==> config.mk <==
export PLATFORM = sky130hd
export DESIGN_NAME = rst_seq_ctrl
export DESIGN_NICKNAME = d
export VERILOG_FILES = /design/src/rtl/rst_seq_ctrl.sv
export SDC_FILE = /design/constraint.sdc
export NUM_CORES = 1
export LEC_CHECK = 0
export ABC_AREA = 1
export CORE_MARGIN = 8
export CORE_UTILIZATION = 55
export DETAILED_ROUTE_END_ITERATION = 10
export PLACE_DENSITY = 0.83
export RECOVER_POWER = 50
export SYNTH_ARGS = -nofsm -noshare
export SYNTH_HDL_FRONTEND = slang
export SYNTH_SLANG_ARGS = --single-unit
==> constraint.sdc <==
create_clock -name CLK -period 1.7 [get_ports CLK]
set_input_delay 0.34 -clock CLK [delete_from_list [all_inputs] [get_ports CLK]]
set_output_delay 0.34 -clock CLK [all_outputs]
set_load 0.03 [all_outputs]
==> src/rtl/rst_seq_ctrl.sv <==
// rst_seq_ctrl: reset sequencer. Synchronises an active-low reset request,
// holds every channel in reset for a minimum width, releases the channels in
// order with a fixed gap, then offers per-channel software reset pulses.
module rst_seq_ctrl #(
  parameter int NUM_CH      = 4,
  parameter int NUM_STAGES  = 2,
  parameter int HOLD_CYCLES = 8,
  parameter int GAP_CYCLES  = 4,
  parameter int CNT_WIDTH   = 8
) (
  input  logic              CLK,
  input  logic              RST,
  input  logic              RST_REQ_N,
  input  logic [NUM_CH-1:0] SW_RST,
  output logic [NUM_CH-1:0] SYNC_RST,
  output logic              SEQ_DONE,
  output logic              BUSY
);

  // idx has to hold values up to NUM_CH, so one extra code point is needed
  localparam int IDX_W = $clog2(NUM_CH + 1);

  localparam logic [CNT_WIDTH-1:0] HOLD_LAST = CNT_WIDTH'(HOLD_CYCLES - 1);
  localparam logic [CNT_WIDTH-1:0] GAP_LAST  = CNT_WIDTH'(GAP_CYCLES - 1);
  localparam logic [IDX_W-1:0]     IDX_LAST  = IDX_W'(NUM_CH - 1);

  typedef enum logic [1:0] {
    ST_ASSERT = 2'd0,
    ST_HOLD   = 2'd1,
    ST_GAP    = 2'd2,
    ST_RUN    = 2'd3
  } state_t;

  logic [NUM_STAGES-1:0] sync_chain;
  logic                  req_sync;

  state_t                state;
  state_t                state_nxt;
  logic [CNT_WIDTH-1:0]  cnt;
  logic [CNT_WIDTH-1:0]  cnt_nxt;
  logic [IDX_W-1:0]      idx;
  logic [IDX_W-1:0]      idx_nxt;
  logic [NUM_CH-1:0]     sync_rst;
  logic [NUM_CH-1:0]     sync_rst_nxt;
  logic                  seq_done;
  logic                  seq_done_nxt;
  logic [CNT_WIDTH-1:0]  scnt     [NUM_CH];
  logic [CNT_WIDTH-1:0]  scnt_nxt [NUM_CH];

  // Request synchroniser: shift RST_REQ_N through NUM_STAGES flops
  always_ff @(posedge CLK) begin
    if (!RST) begin
      sync_chain <= '0;
    end else begin
      sync_chain <= {sync_chain[NUM_STAGES-2:0], RST_REQ_N};
    end
  end

  assign req_sync = sync_chain[NUM_STAGES-1];

  // Sequencer state, counters and output flops
  always_ff @(posedge CLK) begin
    if (!RST) begin
      state    <= ST_ASSERT;
      cnt      <= '0;
      idx      <= '0;
      sync_rst <= '0;
      seq_done <= 1'b0;
      for (int i = 0; i < NUM_CH; i++) begin
        scnt[i] <= '0;
      end
    end else begin
      state    <= state_nxt;
      cnt      <= cnt_nxt;
      idx      <= idx_nxt;
      sync_rst <= sync_rst_nxt;
      seq_done <= seq_done_nxt;
      for (int i = 0; i < NUM_CH; i++) begin
        scnt[i] <= scnt_nxt[i];
      end
    end
  end

  // Next-state and next-output logic; a low req_sync overrides everything
  always_comb begin
    state_nxt    = state;
    cnt_nxt      = cnt;
    idx_nxt      = idx;
    sync_rst_nxt = sync_rst;
    seq_done_nxt = seq_done;
    for (int i = 0; i < NUM_CH; i++) begin
      scnt_nxt[i] = scnt[i];
    end

    if (!req_sync) begin
      state_nxt    = ST_ASSERT;
      cnt_nxt      = '0;
      idx_nxt      = '0;
      sync_rst_nxt = '0;
      seq_done_nxt = 1'b0;
      for (int i = 0; i < NUM_CH; i++) begin
        scnt_nxt[i] = '0;
      end
    end else begin
      unique case (state)
        ST_ASSERT: begin
          state_nxt = ST_HOLD;
          cnt_nxt   = '0;
        end

        ST_HOLD: begin
          if (cnt == HOLD_LAST) begin
            sync_rst_nxt[0] = 1'b1;
            cnt_nxt         = '0;
            idx_nxt         = IDX_W'(1);
            if (NUM_CH == 1) begin
              // single channel: the hold release is also the last release
              state_nxt    = ST_RUN;
              seq_done_nxt = 1'b1;
            end else begin
              state_nxt = ST_GAP;
            end
          end else begin
            cnt_nxt = cnt + CNT_WIDTH'(1);
          end
        end

        ST_GAP: begin
          if (cnt == GAP_LAST) begin
            for (int k = 0; k < NUM_CH; k++) begin
              if (idx == IDX_W'(k)) begin
                sync_rst_nxt[k] = 1'b1;
              end
            end
            cnt_nxt = '0;
            idx_nxt = idx + IDX_W'(1);
            if (idx == IDX_LAST) begin
              state_nxt    = ST_RUN;
              seq_done_nxt = 1'b1;
            end
          end else begin
            cnt_nxt = cnt + CNT_WIDTH'(1);
          end
        end

        ST_RUN: begin
          // each channel runs its own software-reset hold independently;
          // a low output bit in RUN means that channel is mid-hold
          for (int k = 0; k < NUM_CH; k++) begin
            if (SW_RST[k]) begin
              sync_rst_nxt[k] = 1'b0;
              scnt_nxt[k]     = '0;
            end else if (!sync_rst[k]) begin
              if (scnt[k] == HOLD_LAST) begin
                sync_rst_nxt[k] = 1'b1;
              end else begin
                scnt_nxt[k] = scnt[k] + CNT_WIDTH'(1);
              end
            end
          end
        end

        default: begin
          state_nxt = ST_ASSERT;
        end
      endcase
    end
  end

  assign SYNC_RST = sync_rst;
  assign SEQ_DONE = seq_done;
  assign BUSY     = ~&sync_rst;

endmodule

== Word-level counts from Yosys, hierarchy flattened ==
Memories as Yosys holds them, arrays and structs flattened.
Cells that the tools add are included.
Operators by class
  mux-type cells: 50
  reductions and logical operators: 16
  bitwise operators: 4
  $add $sub $neg: 6
  eq/ne operators: 18
Operators with widths (number)
  2-to-1 mux 8 bit: 18
  2-to-1 mux 32 bit: 2
  adder 8 x 1 -> 8 bit (second input constant): 5
  equality test 8 x 3 -> 1 bit (second input constant): 5
  one-hot mux 8 bit (3 select lines): 1
  2-to-1 mux 1 bit: 19
  AND reduction 3 bit: 5
  inequality test 2 bit (second input constant): 6
  one-hot mux 3 bit (2 select lines): 2
  AND reduction 4 bit: 3
  equality test 8 x 2 -> 1 bit (second input constant): 1
  equality test 3 x 2 -> 1 bit (second input constant): 2
  2-to-1 mux 2 bit: 3
  2-to-1 mux 3 bit: 2
  one-hot mux 2 bit (3 select lines): 1
  nonzero test 3 bit: 2
  equality test 2 bit (second input constant): 2
  2-to-1 mux 4 bit: 1
  bitwise OR 1 bit: 4
  nonzero test 2 bit: 2
  adder 3 x 1 -> 3 bit (second input constant): 1
  equality test 3 x 1 -> 1 bit (second input constant): 1
  zero test 3 bit: 1
  one-hot mux 1 bit (3 select lines): 1
  other kinds (4): 4
Word-level totals
  word-level logic and storage cells: 104
  memory bits (writable): 32
  input bits: 7
  flip-flop bits (word level): 20
  memories kept: 1
  output and inout port bits: 6
Memory list
  scnt: depth 4, bits a word 8, rd ports 4, clocked after memory_dff 0, wr ports 4, line 47  | logic [CNT_WIDTH-1:0] scnt [NUM_CH];

== Depth between registers and ports, before layout ==
Gate-level depths: netlist (run 1).
  depth after elaboration: 7
  depth in mapped cells: 10
  depth with buffers taken out: 9

== Least setup slack after synthesis (run 1) ==
Ideal clock, no wire load.
  path type: register -> register
  start point: register state[0]
  end point: register sync_rst[3], in the netlist SYNC_RST[3]
  stages on the path, launching flop included: 9
  library setup time: 116 ps
  buffers on the path: 1
  arrival time: 1341 ps
  period minus slack after synthesis: 1457 ps
  required time: 1584 ps
  path slack: 243 ps
  cells stage by stage: dfxtp_1 > ha_1 > buf_4 > nand2_1 > o21bai_1 > nand2_2 > inv_1 > o21ai_0 > nor2_1
Between the ends
  longest elaborated chain between the ends: 3
  elaborated cells on any way between the ends: 7
  classes of those cells: eq/ne (4); mux (1); reduce/logical (2)
RTL lines
  start, declared: line 37  | state_t state;
  start signal, assigned: line 73  | state <= state_nxt;
  equality test 2 bit: line 105  | unique case (state)
  inequality test 2 bit (no source line) / nonzero test 2 bit (equally long branches)
  AND reduction 3 bit (no source line)
  end signal, assigned: line 76  | sync_rst <= sync_rst_nxt;
  end, declared: line 43  | logic [NUM_CH-1:0] sync_rst;
Several ways; a longest one is shown, not always the timed one.
A chain may end at the register's enable or synchronous reset.

== Worst setup path in the final report (run 1) ==
  start point: register sync_rst[1], in the netlist SYNC_RST[1]
  end point: output port BUSY
Between the ends
  longest elaborated chain between the ends: 2
RTL lines
  AND reduction 4 bit: line 172  | assign BUSY = ~&sync_rst;
  zero test 1 bit: line 172
  end, declared: line 17  | output logic BUSY
No other way between the ends.

==> results by group, run 1 <==
Timing
  – Least-Margin Pin Slew: between 0.3 and 0.4 ns
  – Setup TNS: 0 ns
  – Setup-failing EPs final: 0
  – Worst slew margin: between 70% and 80%
  – Setup ws final: ~0.092 ns
  – Final number of hold-violating endpoints: 0
  – Final Max Slew Viols: 0
  – Max Fclk: 0.622 GHz
  – Tmin final: about 1.6 ns
  – Fin Clk Skew: slightly below 0.006 ns
  – Final worst-path cycle share: a little over nine tenths
  – Hold Slack: between 0.4 and 0.5 ns

Pwr
  – Total Power: around 2.1 mW
  – Switch Pwr: around 0.45 mW
  – Combinational share of power: 3.4%
  – Peak supply drop: about 0.54 mV
  – Clk pwr share: 39.3%
  – Pwr dens: 626 nW/um^2
  – Internal: ~1.7 mW
  – Leak: 1.26 nW
  – Power share of the sequential group: about 57%
  – Switch share: between 20% and 30%

Global route
  – Largest net degree at the start of global routing: 16
  – First-pass GRT wire length: roughly 12000 um
  – Global-route usage over all layers: between 15 and 20%
  – Total gr overflow: 0
  – Initial antenna violation count: 0
  – Number of global-route vias before repair: between 2000 and 3000

Yosys
  – Netlist Area Pre-Place: 3030 um^2
  – Post-synthesis net count: ~500
  – Sequential-to-total area share from yosys stat: roughly a third
  – Yosys top cell area share: about 34%
  – Count of warnings emitted by yosys: 0
  – Cell variety after synth: 27
  – Syn Inst Count: 471
  – Syn_area_per_cell: between 6 and 7 um^2
  – Post-synthesis register bit count: between 50 and 60
  – Area contributors post-synth: dfxtp_1 (34%), nand2_1 (15%), nor2_1 (11%)
  – Area leader, netlist: dfxtp_1

Critical path
  – Worst Path Max Fanout: 4
  – CP Capture Type: output pin
  – Cell family with most CP delay: flip-flops
  – Setup Crit Path Kind: flop to output pin
  – Worst setup endpoint: BUSY
  – Max incr delay on CP: 0.42 ns
  – Worst reg2reg path depth: 8
  – Worst path slowest cell: dfxtp_1
  – CP cell instances: nand4_1 -> dlygate4sd2_1
  – Worst path depth: 2
  – CP Data Arrival Time: roughly 1.3 ns
  – Critical R2R Capture: idx[0]$_SDFFE_PN0P_
  – Required @ worst endpoint: about 1.4 ns
  – Flop2flop setup slack: around 0.11 ns
  – Crit start category: flop
  – WP buf/inv: 1
  – Worst setup startpoint: SYNC_RST[1]$_SDFFE_PN0P_
  – R2R Path Start: state[0]$_SDFFE_PN0P_

Clock tree
  – CTS Buf Count: 5
  – Setup Fix Bufs, Post-CTS: 0
  – H-tree depth: 2
  – Clock Pin Slew Worst Setup and Hold Paths: 0.09 ns
  – Sink Count: 52
  – Clock Latency Late Sink: just over 0.3 ns
  – Post-CTS Hold Fix Bufs: 0
  – Root Driver: clkbuf_8
  – Clk buf depth: 2
  – CTS tree: done

Layout
  – Post-route cell area: ~3400 um^2
  – Diodes inserted: 0
  – Layout Cells excl Fill: between 500 and 600
  – Fillers: ~510
  – Layout cells sized above 1: under 10%
  – Multi-input gate area: 1760 um^2
  – FF+latch area: ~1000 um^2
  – Core Util, Final: roughly 63%
  – Area Growth Syn to Fin: 12.3%
  – Nets: 516

Floorplanning
  – I/O Pins: 13
  – Die ar.: 8150 um^2
  – Die W: around 90 um
  – Core box area: 5410 um^2
  – Initial core utilization: around 56%
  – # rows: 27
  – Die height: about 90 um

Detailed routing
  – Drt first pass iters: 4
  – Number of vias in the routed layout: ~2900
  – DRC: 0
  – WL/cell: between 10 and 15 um
  – Post-route ant nets: 0
  – DRT Wirelength: between 6000 and 7000 um
  – Routed vias/inst: ~5.2
  – Drt first-iter violations: ~170

Place
  – Worst slack, placed: -0.0476 ns
  – PortBufs: 12
  – Placed Cells: 559
  – Final GP Congestion: slightly below 0.9
  – Placed instance area: about 3300 um^2
  – Post-DP HPWL: 4860 um

Flow run
  – Max-capacitance violation count: 0

Hold path
  – Hold crit path type: flop to flop

Outcome
  – Status: finished clean
final cells by class:
class	count	share of cell area (%)
multi-input combinational	357	51.7
sequential	52	30.6
inverter	54	5.95
timing repair buffer	24	5.91
tap	72	2.65
clock buffer	6	2.13
clock inverter	2	1.03
tightest hold or removal path: cells and delay by family, from the launching register on:
family,cells,cell delay (ns)
and+or+nand+nor,1,0.05
buffers and inverters,1,0.04
DFF,1,0.32
registers in the layout, indices dropped and copies added (netlist names):
signal,flops
scnt,32
sync_chain,2
idx,3
SEQ_DONE,1
SYNC_RST,4
cnt,8
state,2
worst min-delay path by stage:
stage | start | end | slack [ns] | cells past startpoint
3_5_place_dp | sync_chain[0]$_SDFF_PN0_ | sync_chain[1]$_SDFF_PN0_ | 0.41 | 2
4_1_cts | sync_chain[0]$_SDFF_PN0_ | sync_chain[1]$_SDFF_PN0_ | 0.43 | 2
2_1_floorplan | sync_chain[0]$_SDFF_PN0_ | sync_chain[1]$_SDFF_PN0_ | 0.39 | 2
5_1_grt | sync_chain[0]$_SDFF_PN0_ | sync_chain[1]$_SDFF_PN0_ | 0.44 | 2
3_3_place_gp | sync_chain[0]$_SDFF_PN0_ | sync_chain[1]$_SDFF_PN0_ | 0.40 | 2
6_report | sync_chain[0]$_SDFF_PN0_ | sync_chain[1]$_SDFF_PN0_ | 0.42 | 2
cell families (layout without fill, tap and decap cells):
group	after synthesis	in the layout	synth area share, %
simple gates	271	271	37.4
compound gates	67	67	12.5
buf+inv	62	86	8.37
flops	52	52	34.3
fa+ha+maj	15	15	6.19
xor+xnor	4	4	1.16
Yosys cell counts (all sizes together):
library cell and n:
nor3b 1, nor2 87, dfxtp 52, ha 15, buf 5, xnor2 2
nand4 3, a21oi 44, inv 54, nand3 46, nand3b 2, nor3 5
o21ai 14, xor2 2, a21boi 3, o21a 1, clkbuf 3, nand2 127
o21bai 5
cell usage in the layout, fill, tap and decap left out, types with 2 or more instances in the layout:
| cell type | count |
|---|---|
| o21bai_2 | 2 |
| clkdlybuf4s50_1 | 5 |
| ha_1 | 12 |
| buf_4 | 8 |
| a21boi_0 | 3 |
| o21ai_0 | 12 |
| dlygate4sd2_1 | 5 |
| nand2_1 | 119 |
| ha_2 | 3 |
| nor2_1 | 86 |
| clkbuf_8 | 5 |
| dfxtp_2 | 2 |
| nand3b_1 | 2 |
| xnor2_1 | 2 |
| clkbuf_1 | 3 |
| nand2_2 | 7 |
| nand3_1 | 45 |
| o21ai_4 | 2 |
| xor2_1 | 2 |
| dfxtp_1 | 50 |
| inv_1 | 53 |
| nand4_1 | 3 |
| a21oi_1 | 44 |
| o21bai_1 | 3 |
| nor3_1 | 4 |
per-layer routing:
metal	share of wire (%)	track usage [%]	vias to the layer above
li1	-	-	1544
met1	47	19.1	1337
met2	48	28.9	41
met3	3.2	3.49	7
met4	1.2	5.41	0
met5	0	0	-
power groups by stage:
| stage | logic [mW] | clock network, mW | registers, mW |
|---|---|---|---|
| 2_1_floorplan | 0.0371 | 0 | 1.25 |
| 3_3_place_gp | 0.0723 | 0 | 1.25 |
| 3_5_place_dp | 0.0737 | 0 | 1.25 |
| 4_1_cts | 0.0741 | 0.857 | 1.22 |
| 5_1_grt | 0.0820 | 0.904 | 1.22 |
| 6_report | 0.0730 | 0.839 | 1.22 |
repair_timing:
| item | 4_1_cts | 5_1_grt |
|---|---|---|
| setup endpoints to repair | 5 | 28 |
| cloned | 0 | 0 |
| gates resized for setup | 5 | 10 |
| pin swaps | 0 | 1 |
Power figures use the tool's default switching activity.
==> inputs of run 2 (changes only) <==
--- a/config.mk
+++ b/config.mk
@@ -7,9 +7,9 @@
 export LEC_CHECK = 0
 export ABC_AREA = 1
 export CORE_MARGIN = 8
-export CORE_UTILIZATION = 55
+export CORE_UTILIZATION = 60
 export DETAILED_ROUTE_END_ITERATION = 10
-export PLACE_DENSITY = 0.83
+export PLACE_DENSITY = 0.89
 export RECOVER_POWER = 50
 export SYNTH_ARGS = -nofsm -noshare
 export SYNTH_HDL_FRONTEND = slang
==> run 2 against run 1 <==
Worst setup slack better by 0.0065 ns; core utilization is 5.2 points higher; clock-buffer cell count stayed put; die area is 6.9% lower; sequential cell count stayed put.
==> results by group, run 2 (synthesis gave the netlist of run 1 again) <==
Outcome
  – Status: finished clean (unchanged)

Layout
  – Highest-count cells in the layout ignoring fill and taps: nand2_1 (119), nor2_1 (85), inv_1 (53), dfxtp_1 (48), nand3_1 (45) (was nand2_1 (119), nor2_1 (86), inv_1 (53), dfxtp_1 (50), nand3_1 (45))
  – Post-route cell area: 3390 um^2 (was 3410 um^2)
  – Core Util, Final: 68.2% (was 63.0%)
  – Layout Cells excl Fill: 565 (was 567)
  – Area Growth Syn to Fin: 11.9% (was 12.3%)
  – Layout cells sized above 1: 8.28% (was 7.88%)
  – Diodes inserted: 0 (unchanged)
  – Commonest non-fill, non-tap cell in the layout: nand2_1 (unchanged)
  – Biggest register: scnt (unchanged)
  – Nets: 516 (unchanged)
  – Max reg flops: 32 (unchanged)

Timing
  – Hold Slack: 0.427 ns (was 0.422 ns)
  – Setup ws final: 0.0986 ns (was 0.0921 ns)
  – Tmin final: 1.60 ns (was 1.61 ns)
  – Max Fclk: 0.624 GHz (was 0.622 GHz)
  – Worst slew margin: 75.5% (was 75.7%)
  – Final worst-path cycle share: 94.2% (was 94.6%)
  – Final number of hold-violating endpoints: 0 (unchanged)
  – Least-Margin Pin Slew: 0.367 ns (was 0.366 ns)
  – Final Max Slew Viols: 0 (unchanged)
  – Fin Clk Skew: 0.00787 ns (was 0.00581 ns)
  – Setup-failing EPs final: 0 (unchanged)

Floorplanning
  – Initial core utilization: 60.9% (was 56.1%)
  – Die ar.: 7590 um^2 (was 8150 um^2)
  – # rows: 26 (was 27)
  – Core box area: 4980 um^2 (was 5410 um^2)
  – Die height: 87.1 um (was 90.3 um)
  – I/O Pins: 13 (unchanged)
  – Die W: 87.1 um (was 90.3 um)

Clock tree
  – Clock Pin Slew Worst Setup and Hold Paths: 0.09 ns (about the same)
  – CTS Buf Count: 5 (unchanged)
  – Post-CTS Hold Fix Bufs: 0 (unchanged)
  – CTS tree: done (unchanged)
  – Root Driver: clkbuf_8 (unchanged)
  – Clk buf depth: 2 (unchanged)
  – Clock Latency Late Sink: 0.31 ns (about the same)
  – Sink Count: 52 (unchanged)
  – H-tree depth: 2 (unchanged)

Flow run
  – Max-capacitance violation count: 0 (unchanged)

Global route
  – Initial antenna violation count: 0 (unchanged)
  – Global-route usage over all layers: 17.6% (was 16.4%)
  – First-pass GRT wire length: 11100 um (was 11500 um)
  – Total gr overflow: 0 (unchanged)
  – Number of global-route vias before repair: 2750 (was 2757)
  – Largest net degree at the start of global routing: 16 (unchanged)

Detailed routing
  – Post-route ant nets: 0 (unchanged)
  – WL/cell: 11.3 um (was 11.4 um)
  – Routed vias/inst: 5.19 (was 5.17)
  – DRT Wirelength: 6410 um (was 6480 um)
  – Number of vias in the routed layout: 2934 (was 2929)
  – Drt first-iter violations: 127 (was 169)
  – DRC: 0 (unchanged)
  – Drt first pass iters: 5 (was 4)

Place
  – Placed Cells: 554 (was 559)
  – Placed instance area: 3270 um^2 (was 3290 um^2)
  – Worst slack, placed: -0.0112 ns (was -0.0476 ns)
  – Final GP Congestion: 0.912 (was 0.882)
  – PortBufs: 12 (unchanged)
  – Post-DP HPWL: 4680 um (was 4860 um)

Pwr
  – Peak supply drop: 0.454 mV (was 0.537 mV)
  – Pwr dens: 597 nW/um^2 (was 626 nW/um^2)
  – Leak: 1.27 nW (was 1.26 nW)

Critical path
  – R2R Path Start: state[1]$_SDFFE_PN0P_ (was state[0]$_SDFFE_PN0P_)
  – Setup Crit Path Kind: flop to flop (was flop to output pin)
  – Worst reg2reg path depth: 8 (unchanged)
  – CP Data Arrival Time: 1.84 ns (was 1.27 ns)
  – CP Capture Type: flop (was output pin)
  – Required @ worst endpoint: 1.94 ns (was 1.36 ns)
  – Crit start category: flop (unchanged)
  – Worst Path Max Fanout: 12 (was 4)
  – Worst setup startpoint: state[1]$_SDFFE_PN0P_ (was SYNC_RST[1]$_SDFFE_PN0P_)

Hold path
  – Hold crit path type: flop to flop (unchanged)
  – HP Start: sync_chain[0]$_SDFF_PN0_ (unchanged)
  – Hold Path Stages: 2 (unchanged)
run 2: routing by layer:
| metal | GRT usage, % | vias to the layer above | part of all wire [%] |
|---|---|---|---|
| met5 | 0 | - | 0 |
| met4 | 7.66 | 0 | 1.6 |
| met3 | 3.96 | 11 | 3.7 |
| met2 | 31.6 | 43 | 50 |
| met1 | 19.3 | 1338 | 45 |
| li1 | - | 1542 | - |
run 2: final timing paths:
check | to | slack (ns)
worst max-delay path | scnt[0][3]$_SDFFE_PN0P_ | 0.1
worst max register to register | scnt[0][3]$_SDFFE_PN0P_ | 0.1
worst min register to register | sync_chain[1]$_SDFF_PN0_ | 0.43
worst min-delay path | sync_chain[1]$_SDFF_PN0_ | 0.43
run 2: layout make-up:
cell class,instances,area (um^2)
multi-input cells,357,1750
fillers,432,1580
flip-flops and latches,52,1050
repair buffers,24,210
inverters,54,203
well taps,70,87.6
clock buffers,6,82.6
clock inverters,2,10.0
run 2: critical path: stages, from the launching register on:
cell and delay [ns]:
dfxtp_1 0.40, ha_1 0.22, buf_12 0.14, nand2_1 0.07, o21bai_1 0.20, nand2_2 0.13, buf_4 0.16, nand3_1 0.07
a21boi_0 0.15
run 2: timing repair:
| action | CTS | global route |
|---|---|---|
| endpoints found under the setup margin | 5 | 28 |
| resized for setup | 5 | 11 |
| pin swaps | 0 | 3 |
| setup buffers | 0 | 3 |
| cloned | 0 | 0 |
run 2: through the flow:
step	power, mW	TNS [ns]
after floorplan	1.29	0
after CTS	2.03	0
after global routing	2.11	-0.0108
after detailed placement	1.32	-0.0112
final	2.02	0
after global placement	1.32	0
run 2: power breakdown:
group / switching, mW / total, mW / leakage [nW] / internal, mW
registers: 0.00195 / 1.22 / 0.421 / 1.22
logic: 0.0417 / 0.0720 / 0.794 / 0.0303
clock network: 0.404 / 0.730 / 0.0510 / 0.326
